## config.mk

```make
export PLATFORM = sky130hd
export DESIGN_NAME = ifu_fetch
export DESIGN_NICKNAME = d
export VERILOG_FILES = /design/src/rtl/ifu_fetch_pkg.sv /design/src/rtl/ifu_align.sv /design/src/rtl/ifu_fetch.sv
export SDC_FILE = /design/constraint.sdc
export NUM_CORES = 1
export LEC_CHECK = 0
export CORE_MARGIN = 8
export CORE_UTILIZATION = 40
export DETAILED_ROUTE_END_ITERATION = 10
export DONT_BUFFER_PORTS = 1
export HOLD_SLACK_MARGIN = 0.12
export MAX_ROUTING_LAYER = met4
export PLACE_DENSITY = 0.58
export SYNTH_ARGS = -nofsm -noshare
export SYNTH_HDL_FRONTEND = slang
export SYNTH_HIERARCHICAL = 1
export SYNTH_SLANG_ARGS = --single-unit
export TNS_END_PERCENT = 10
```

## constraint.sdc

```tcl
create_clock -name clk -period 2.6 [get_ports clk]
set_input_delay 0.26 -clock clk [delete_from_list [all_inputs] [get_ports clk]]
set_output_delay 0.26 -clock clk [all_outputs]
set_load 0.01 [all_outputs]
```

## src/rtl/ifu_fetch_pkg.sv

```systemverilog
// Shared definitions for the instruction-fetch stage.
//   IFU_XLEN / IFU_BUS_W : PC/address width and instruction-bus data width
//   IFU_FAULT_*          : 2-bit fault codes carried to decode with each instruction
//   RESP_OKAY            : the only bus read response that is not an access fault
//   ifu_state_e          : fetch FSM state encoding
package ifu_fetch_pkg;

   localparam int IFU_XLEN  = 64;
   localparam int IFU_BUS_W = 64;

   localparam logic [1:0] IFU_FAULT_NONE     = 2'b00;
   localparam logic [1:0] IFU_FAULT_MISALIGN = 2'b01;
   localparam logic [1:0] IFU_FAULT_ACCESS   = 2'b10;

   localparam logic [1:0] RESP_OKAY = 2'b00;

   typedef enum logic [1:0] {
      IFU_ST_IDLE = 2'd0,
      IFU_ST_AR   = 2'd1,
      IFU_ST_R    = 2'd2,
      IFU_ST_OUT  = 2'd3
   } ifu_state_e;

endpackage

```

## src/rtl/ifu_align.sv

```systemverilog
// Combinational beat-to-instruction alignment.
//   pc_sel : pc[2] of the fetch, picks the upper or lower 32-bit word of the beat
//   beat   : 64-bit read beat from the instruction bus
//   resp   : bus read response
//   inst   : selected instruction, forced to zero on an access fault
//   fault  : IFU_FAULT_ACCESS on any non-OKAY response, else IFU_FAULT_NONE
module ifu_align
   import ifu_fetch_pkg::*;
#(
   parameter int BUS_W = IFU_BUS_W
) (
   input  logic             pc_sel,
   input  logic [BUS_W-1:0] beat,
   input  logic [1:0]       resp,
   output logic [31:0]      inst,
   output logic [1:0]       fault
);

   always_comb begin
      inst  = 32'h0;
      fault = IFU_FAULT_NONE;
      if (resp != RESP_OKAY) begin
         fault = IFU_FAULT_ACCESS;
      end else begin
         inst = pc_sel ? beat[63:32] : beat[31:0];
      end
   end

endmodule

```

## src/rtl/ifu_fetch.sv

```systemverilog
// Instruction-fetch stage: takes a PC, issues one single-beat read on the
// AR/R channel pair, and hands the selected 32-bit word plus its PC and fault
// code to decode under a valid/ready handshake. Only one fetch is ever
// outstanding; flush_i kills in-flight or buffered work.
//   clk, rst                         : clock, async active-low reset
//   pc_i, pc_valid_i, pc_ready_o     : PC stage handshake
//   flush_i                          : redirect/trap kill
//   ar_valid_o, ar_ready_i, ar_addr_o: read-address channel
//   r_valid_i, r_ready_o, r_data_i, r_resp_i : read-data channel
//   inst_o, inst_pc_o, inst_fault_o, inst_valid_o, inst_ready_i : decode handshake
//
// state | meaning
// IDLE  | waiting for a PC; pc_ready_o high unless flush_i
// AR    | read address presented, waiting for ar_ready_i
// R     | waiting for the read beat (always consumed, even when killed)
// OUT   | instruction held for decode until inst_ready_i or flush_i
module ifu_fetch
   import ifu_fetch_pkg::*;
#(
   parameter int XLEN  = IFU_XLEN,
   parameter int BUS_W = IFU_BUS_W
) (
   input  logic             clk,
   input  logic             rst,
   input  logic [XLEN-1:0]  pc_i,
   input  logic             pc_valid_i,
   output logic             pc_ready_o,
   input  logic             flush_i,
   output logic             ar_valid_o,
   input  logic             ar_ready_i,
   output logic [XLEN-1:0]  ar_addr_o,
   input  logic             r_valid_i,
   output logic             r_ready_o,
   input  logic [BUS_W-1:0] r_data_i,
   input  logic [1:0]       r_resp_i,
   output logic [31:0]      inst_o,
   output logic [XLEN-1:0]  inst_pc_o,
   output logic             inst_valid_o,
   input  logic             inst_ready_i,
   output logic [1:0]       inst_fault_o
);

   ifu_state_e       state;
   logic             kill;
   logic             pc_rdy_q;
   logic [31:0]      al_inst;
   logic [1:0]       al_fault;

   // pc_rdy_q is high only while IDLE; it comes up one edge after reset
   // release so pc_ready_o is low for the whole time rst is asserted.
   assign pc_ready_o = pc_rdy_q & ~flush_i;

   ifu_align #(.BUS_W(BUS_W)) u_align (
      .pc_sel (inst_pc_o[2]),
      .beat   (r_data_i),
      .resp   (r_resp_i),
      .inst   (al_inst),
      .fault  (al_fault)
   );

   always_ff @(posedge clk or negedge rst) begin
      if (!rst) begin
         state        <= IFU_ST_IDLE;
         kill         <= 1'b0;
         pc_rdy_q     <= 1'b0;
         ar_valid_o   <= 1'b0;
         ar_addr_o    <= '0;
         r_ready_o    <= 1'b0;
         inst_valid_o <= 1'b0;
         inst_o       <= 32'h0;
         inst_pc_o    <= '0;
         inst_fault_o <= IFU_FAULT_NONE;
      end else begin
         case (state)
            IFU_ST_IDLE: begin
               pc_rdy_q <= 1'b1;
               if (pc_valid_i && pc_ready_o) begin
                  pc_rdy_q  <= 1'b0;
                  inst_pc_o <= pc_i;
                  if (pc_i[1:0] != 2'b00) begin
                     // Misaligned PC never touches the bus.
                     state        <= IFU_ST_OUT;
                     inst_o       <= 32'h0;
                     inst_fault_o <= IFU_FAULT_MISALIGN;
                     inst_valid_o <= 1'b1;
                  end else begin
                     state      <= IFU_ST_AR;
                     ar_valid_o <= 1'b1;
                     ar_addr_o  <= {pc_i[XLEN-1:3], 3'b000};
                  end
               end
            end

            IFU_ST_AR: begin
               // A flush only marks the fetch dead; the address stays up
               // until the bus takes it.
               if (flush_i) kill <= 1'b1;
               if (ar_ready_i) begin
                  state      <= IFU_ST_R;
                  ar_valid_o <= 1'b0;
                  r_ready_o  <= 1'b1;
               end
            end

            IFU_ST_R: begin
               if (r_valid_i) begin
                  r_ready_o <= 1'b0;
                  if (kill || flush_i) begin
                     state    <= IFU_ST_IDLE;
                     kill     <= 1'b0;
                     pc_rdy_q <= 1'b1;
                  end else begin
                     state        <= IFU_ST_OUT;
                     inst_o       <= al_inst;
                     inst_fault_o <= al_fault;
                     inst_valid_o <= 1'b1;
                  end
               end else if (flush_i) begin
                  kill <= 1'b1;
               end
            end

            IFU_ST_OUT: begin
               if (flush_i || inst_ready_i) begin
                  state        <= IFU_ST_IDLE;
                  inst_valid_o <= 1'b0;
                  pc_rdy_q     <= 1'b1;
               end
            end

            default: begin
               state <= IFU_ST_IDLE;
            end
         endcase
      end
   end

endmodule

```

=== Word level (Yosys, flattened, before mapping) ===
Cells that the tools add are included.

* $add $sub $neg: 0
* $mul: 0
* Div/mod/pow operators: 0
* Order comparisons: 0
* Eq/ne operators: 12
* Shifts and indexed selects: 0
* Muxes and demuxes: 42
* Bitwise gates (word level): 3
* Reduce and logical (&&, ||, !) cells: 19

{| class="wikitable"
|+ Operators with widths
! operator !! number
|-
| $mux 32 || 6
|-
| $pmux 32 s2 || 1
|-
| $mux 2 || 11
|-
| $mux 1 || 17
|-
| $ne 2x2->1 const B || 8
|-
| $reduce_and 4->1 || 3
|-
| $reduce_bool 2->1 || 5
|-
| $pmux 2 s4 || 1
|-
| $pmux 1 s2 || 3
|-
| $pmux 1 s3 || 2
|-
| $reduce_and 3->1 || 2
|-
| $reduce_and 6->1 || 1
|-
| $reduce_and 5->1 || 1
|-
| $eq 2x2->1 const B || 2
|-
| $pmux 2 s2 || 1
|-
| $reduce_and 2->1 || 2
|-
| $ne 3x3->1 const B || 1
|-
| $reduce_bool 3->1 || 1
|-
| $eq 2x1->1 const B || 1
|-
| $logic_not 2->1 || 1
|-
| $logic_or 1x1->1 || 2
|-
| $not 1->1 || 2
|-
| $and 1x1->1 || 1
|-
| $logic_and 1x1->1 || 1
|}

* Register bits after elaboration: 166
* Bits in latches: 0
* Memory bits (writable): 0
* ROM bits: 0
* Input port bits: 137
* Output and inout port bits: 166
* Word-level logic and storage cells: 86
* Memories: 0

=== Depth between registers and ports, before layout ===
* Depth after elaboration: 5
* Gate-level depth with buffers: 6
* Mapped depth without buffers: 4

=== Hierarchy ===
Netlist, hierarchy kept.

{| class="wikitable"
|+ Modules (own cells, without submodules)
! module !! times used !! cells each !! area an instance (µm²)
|-
| ifu_fetch || 1 || 461 || 6747.7
|-
| ifu_align || 1 || 75 || 544.3
|}

=== Worst setup path after synthesis ===
Ideal clock, no wire load.

* Kind: reg-to-reg
* Start: reg state[1]
* End: reg ar_addr_o[10]
* Library setup time: 0.125 ns
* Arrival: 1.669 ns
* Required time: 2.475 ns
* Slack: 0.806 ns
* Stages on the path, launching flop included: 6
* Buffers on the path: 2
* Cell sequence: dfrtp_1 -> nand4bb_1 -> buf_2 -> nor4_4 -> buf_6 -> mux2_4

* Cells in the longest elaborated chain, start to end: 2

{| class="wikitable"
|+ Ends and longest elaborated chain
! item !! RTL line !! source
|-
| from (decl) || ifu_fetch.sv:43 || <nowiki>ifu_state_e state;</nowiki>
|-
| from (signal assigned) || ifu_fetch.sv:63 || <nowiki>state <= IFU_ST_IDLE;</nowiki>
|-
| from (signal assigned) || ifu_fetch.sv:82 || <nowiki>state <= IFU_ST_OUT;</nowiki>
|-
| from (signal assigned) || ifu_fetch.sv:87 || <nowiki>state <= IFU_ST_AR;</nowiki>
|-
| $logic_not 2->1 || ifu_fetch.sv:74 || <nowiki>case (state)</nowiki>
|-
| $reduce_and 3->1 (no source line) || -- ||
|-
| to (signal assigned) || ifu_fetch.sv:89 || <nowiki>ar_addr_o <= {pc_i[XLEN-1:3], 3'b000};</nowiki>
|-
| to (decl) || ifu_fetch.sv:31 || <nowiki>output logic [XLEN-1:0] ar_addr_o,</nowiki>
|}

Every way passes these cells.
A chain may end at the register's enable or synchronous reset.

=== Worst setup path in the final report ===
* Start: reg state[1]
* End: reg inst_o[6]

* Cells in the longest elaborated chain, start to end: 3
* Elaborated cells between the ends (all ways): 9
* Those cells by class: 5 x eq/ne; 1 x mux; 3 x reduce/logical

{| class="wikitable"
|+ Ends and longest elaborated chain
! item !! RTL line !! source
|-
| $eq 2x2->1 / $logic_not 2->1 (equally long branches) || ifu_fetch.sv:74 ||
|-
| $ne 2x2->1 (no source line) / $reduce_bool 2->1 (equally long branches) || -- ||
|-
| $reduce_and 5->1 (no source line) || -- ||
|-
| to (signal assigned) || ifu_fetch.sv:114 || <nowiki>inst_o <= al_inst;</nowiki>
|-
| to (decl) || ifu_fetch.sv:36 || <nowiki>output logic [31:0] inst_o,</nowiki>
|}

Several ways; a longest one is shown, not always the timed one.

==> impl_metrics.toml <==
[outcome]
status = "complete, but fails checks"
violations = "hold timing"

[power]
p_sw_share_pct = 36.0
seqPwrFrac_pct = 53.1
powerDensity_nw_per_um2 = 1170
p_sw_mw = 3.68
p_int_mw = 6.54
pwr-share-clk_pct = 25.1
p_comb_share_pct = 21.8
irDropWorstVdd_mv = 0.719
p_leak_nw = 3.74

[timing]
totalNegativeSetupSlack_ns = 0
clock.fmax_mhz = 482
slew-limit-headroom_pct = 40.8
drv_slew = 0
period_needed_ns = 2.08
rsz0062_at_grt = "false"
setup_viol = 0
whs_ns = -0.467
worst_clock_skew_ns = 0.0175
finalWorstSetupSlack_ns = 0.525
tightest_slew_ns = 0.888
finalHoldViolCount = 166
fin_crit_sh_pct = 79.8

[layout]
syn2layout_area_growth_pct = 19.3
multi_input_area_sq_um = 2700
seq_area_sq_um = 4160
final_cell_mix = "dfrtp_1 (165), mux2_2 (106), dlygate4sd3_1 (70)"
nFillCells = 1559
nets = 736
final_util_pct = 48.6
drive_gt1_share_pct = 28.3
final_common_cell = "dfrtp_1"

[critical_path]
crit_fanout = 30
slowest_delay_ns = 0.56
worst_setup_path_end_kind = "flop"
crit_path_cell_trace = "or3b_1 -> a221oi_4 -> buf_12 -> buf_4 -> mux2i_1"
arrival_ns = 2.41
crit_type = "reg -> reg"
crit_buf_inv = 2
cp_slowest_cell = "dfrtp_1"
start_kind = "flop"
critPathRequiredTime_ns = 2.94
crit_family = "flip-flops"

[synthesis]
synth_mux_area_share_pct = 29.4
synth-seq-cells = 166
synth_top_family_by_area = "multiplexers"
synth-xor-area-share_pct = 0
synth_compound_area_share_pct = 1.92
synth_cell_types = 35
seq_area_frac_synth_pct = 57.0
synthCells = 536
yosys.area_share.simple_pct = 5.34
ys_warn_count = 6
synth-adder-area-share_pct = 0
syn_area_per_cell_sq_um = 13.6
syn_area_sq_um = 7290

[floorplanning]
core-area_sq_um = 17900
die_h_um = 151
die_area_sq_um = 22800
io_pins = 303
rows = 49
die_x_um = 151
initial_utilization_pct = 40.7

[global_routing]
grt.overflow.total = 0
antenna_found_initial = 1
grt_pass1_vias = 4745
grt_max_degree = 167
grt_util_all_layers_pct = 16.1
grt_pass1_wl_mm = 27.4

[place]
place.gp.congestion = 0.740
hpwl_mm = 12.8
dp_slack_ns = 0.537
port_buffers = 0

[clocking]
cts_tree = "yes"
numCtsBuffers = 17
clock_sinks = 166
clockBufferDepth = 2
clk_latency_ns = 0.43
cts_resized = 0
cts-root-buf = "clkbuf_16"
cts_post_setup_buffers_inserted = 0
clkTransAtPathRegs_ns = 0.07
h-tree-depth = 4
cts_hold_buf = 70

[routing]
drt_pre_antenna_iters = 4
ant_nets = 0
routed_wl_mm = 18.4
drt_iter0_drc = 149
route.detailed.wl_per_inst_um = 21.8
vias_per_cell = 5.14
vias = 4324
drc = 0

[min_path]
hold_path_class = "in -> async"

[run]
max-cap-violations = 0
layout make-up:
| type | count | area share, % |
|---|---|---|
| Sequential cell | 166 | 47.8 |
| Clock inverter | 15 | 2.09 |
| Multi-Input combinational cell | 301 | 31.1 |
| Clock buffer | 17 | 4.89 |
| Timing Repair Buffer | 79 | 9.40 |
| Tap cell | 229 | 3.29 |
| Antenna cell | 1 | 0.0288 |
| Inverter | 34 | 1.47 |
power groups by stage:
stage / sequential, mW / combinational, mW / clock (mW)
3_3_place_gp: 5.50 / 2.04 / 0
3_5_place_dp: 5.51 / 2.15 / 0
2_1_floorplan: 4.90 / 2.09 / 0
5_1_grt: 5.62 / 2.44 / 2.76
4_1_cts: 5.49 / 2.25 / 2.65
6_report: 5.43 / 2.23 / 2.56
per-stage QoR:
stage	instances	instance area, sq um	power [mW]
after floorplan	538	7300	6.99
after global placement	739	7390	7.54
after detailed placement	739	7390	7.67
after CTS	841	8700	10.4
after global routing	842	8700	10.8
final	842	8700	10.2
worst register-to-register path, cell delays in order (launching register included):
cell and delay (ns):
dfrtp_1 0.56, or3b_1 0.44, a221oi_4 0.29, buf_12 0.27, buf_4 0.24, mux2i_1 0.21
flip-flops by register name, indices dropped and copies added, names as in the netlist, 2 cells and up:
name,flops
inst_pc_o,64
inst_fault_o,2
ar_addr_o,61
state,2
inst_o,32
worst paths after layout:
path | startpoint | to | slack (ns) | depth (start not counted)
max | state[1] | inst_o[6] | 0.52 | 5
min | rst | ar_addr_o[4] | -0.47 | 0
max reg2reg | state[1] | inst_o[6] | 0.52 | 5
min reg2reg | pc_rdy_q | pc_rdy_q | 0.57 | 1
max in group asynchronous | rst | ar_addr_o[33] | 2.81 | 0
min in group clk | flush_i | pc_rdy_q | 0.13 | 3
kinds of logic after synthesis:
kind of cell / count (synthesis)
simple gates: 87
buf+inv: 71
other cells: 2
flops: 166
compound gates: 19
mux: 191
per-layer routing:
metal | vias to the layer above | track usage (%) | routed length, um
met5 | - | - | 0
met4 | 0 | 5.29 | 248
met3 | 17 | 6.78 | 1990
met2 | 207 | 26.2 | 9190
met1 | 2169 | 17.6 | 6920
li1 | 1931 | - | -
cells in the mapped netlist:
cell type / number / area share [%]
nand2b_1: 2 / 0.17
a21oi_1: 4 / 0.27
a221oi_2: 1 / 0.21
nor4b_1: 1 / 0.12
a211o_1: 1 / 0.12
o21bai_1: 1 / 0.10
o32a_1: 2 / 0.27
inv_1: 34 / 1.8
nand2_1: 38 / 2.0
buf_4: 6 / 0.62
or3b_1: 1 / 0.12
nand3_1: 1 / 0.069
nand4bb_1: 1 / 0.15
or4b_2: 1 / 0.14
a2bb2oi_1: 1 / 0.12
buf_2: 5 / 0.34
buf_6: 22 / 3.4
clkbuf_1: 4 / 0.21
nor2_1: 35 / 1.8
a32o_1: 1 / 0.14
o21a_1: 2 / 0.21
o21ai_0: 4 / 0.27
conb_1: 2 / 0.10
mux2_4: 19 / 3.9
nor2_2: 1 / 0.086
nor2b_1: 3 / 0.26
mux2_2: 106 / 16
dfrtp_1: 166 / 57
nor4_4: 1 / 0.29
or2_2: 1 / 0.086
o211ai_1: 1 / 0.10
mux2_1: 1 / 0.15
a21o_1: 1 / 0.10
or2_1: 1 / 0.086
mux2i_1: 65 / 8.9
Note: power is estimated with default switching activity, not from simulation.
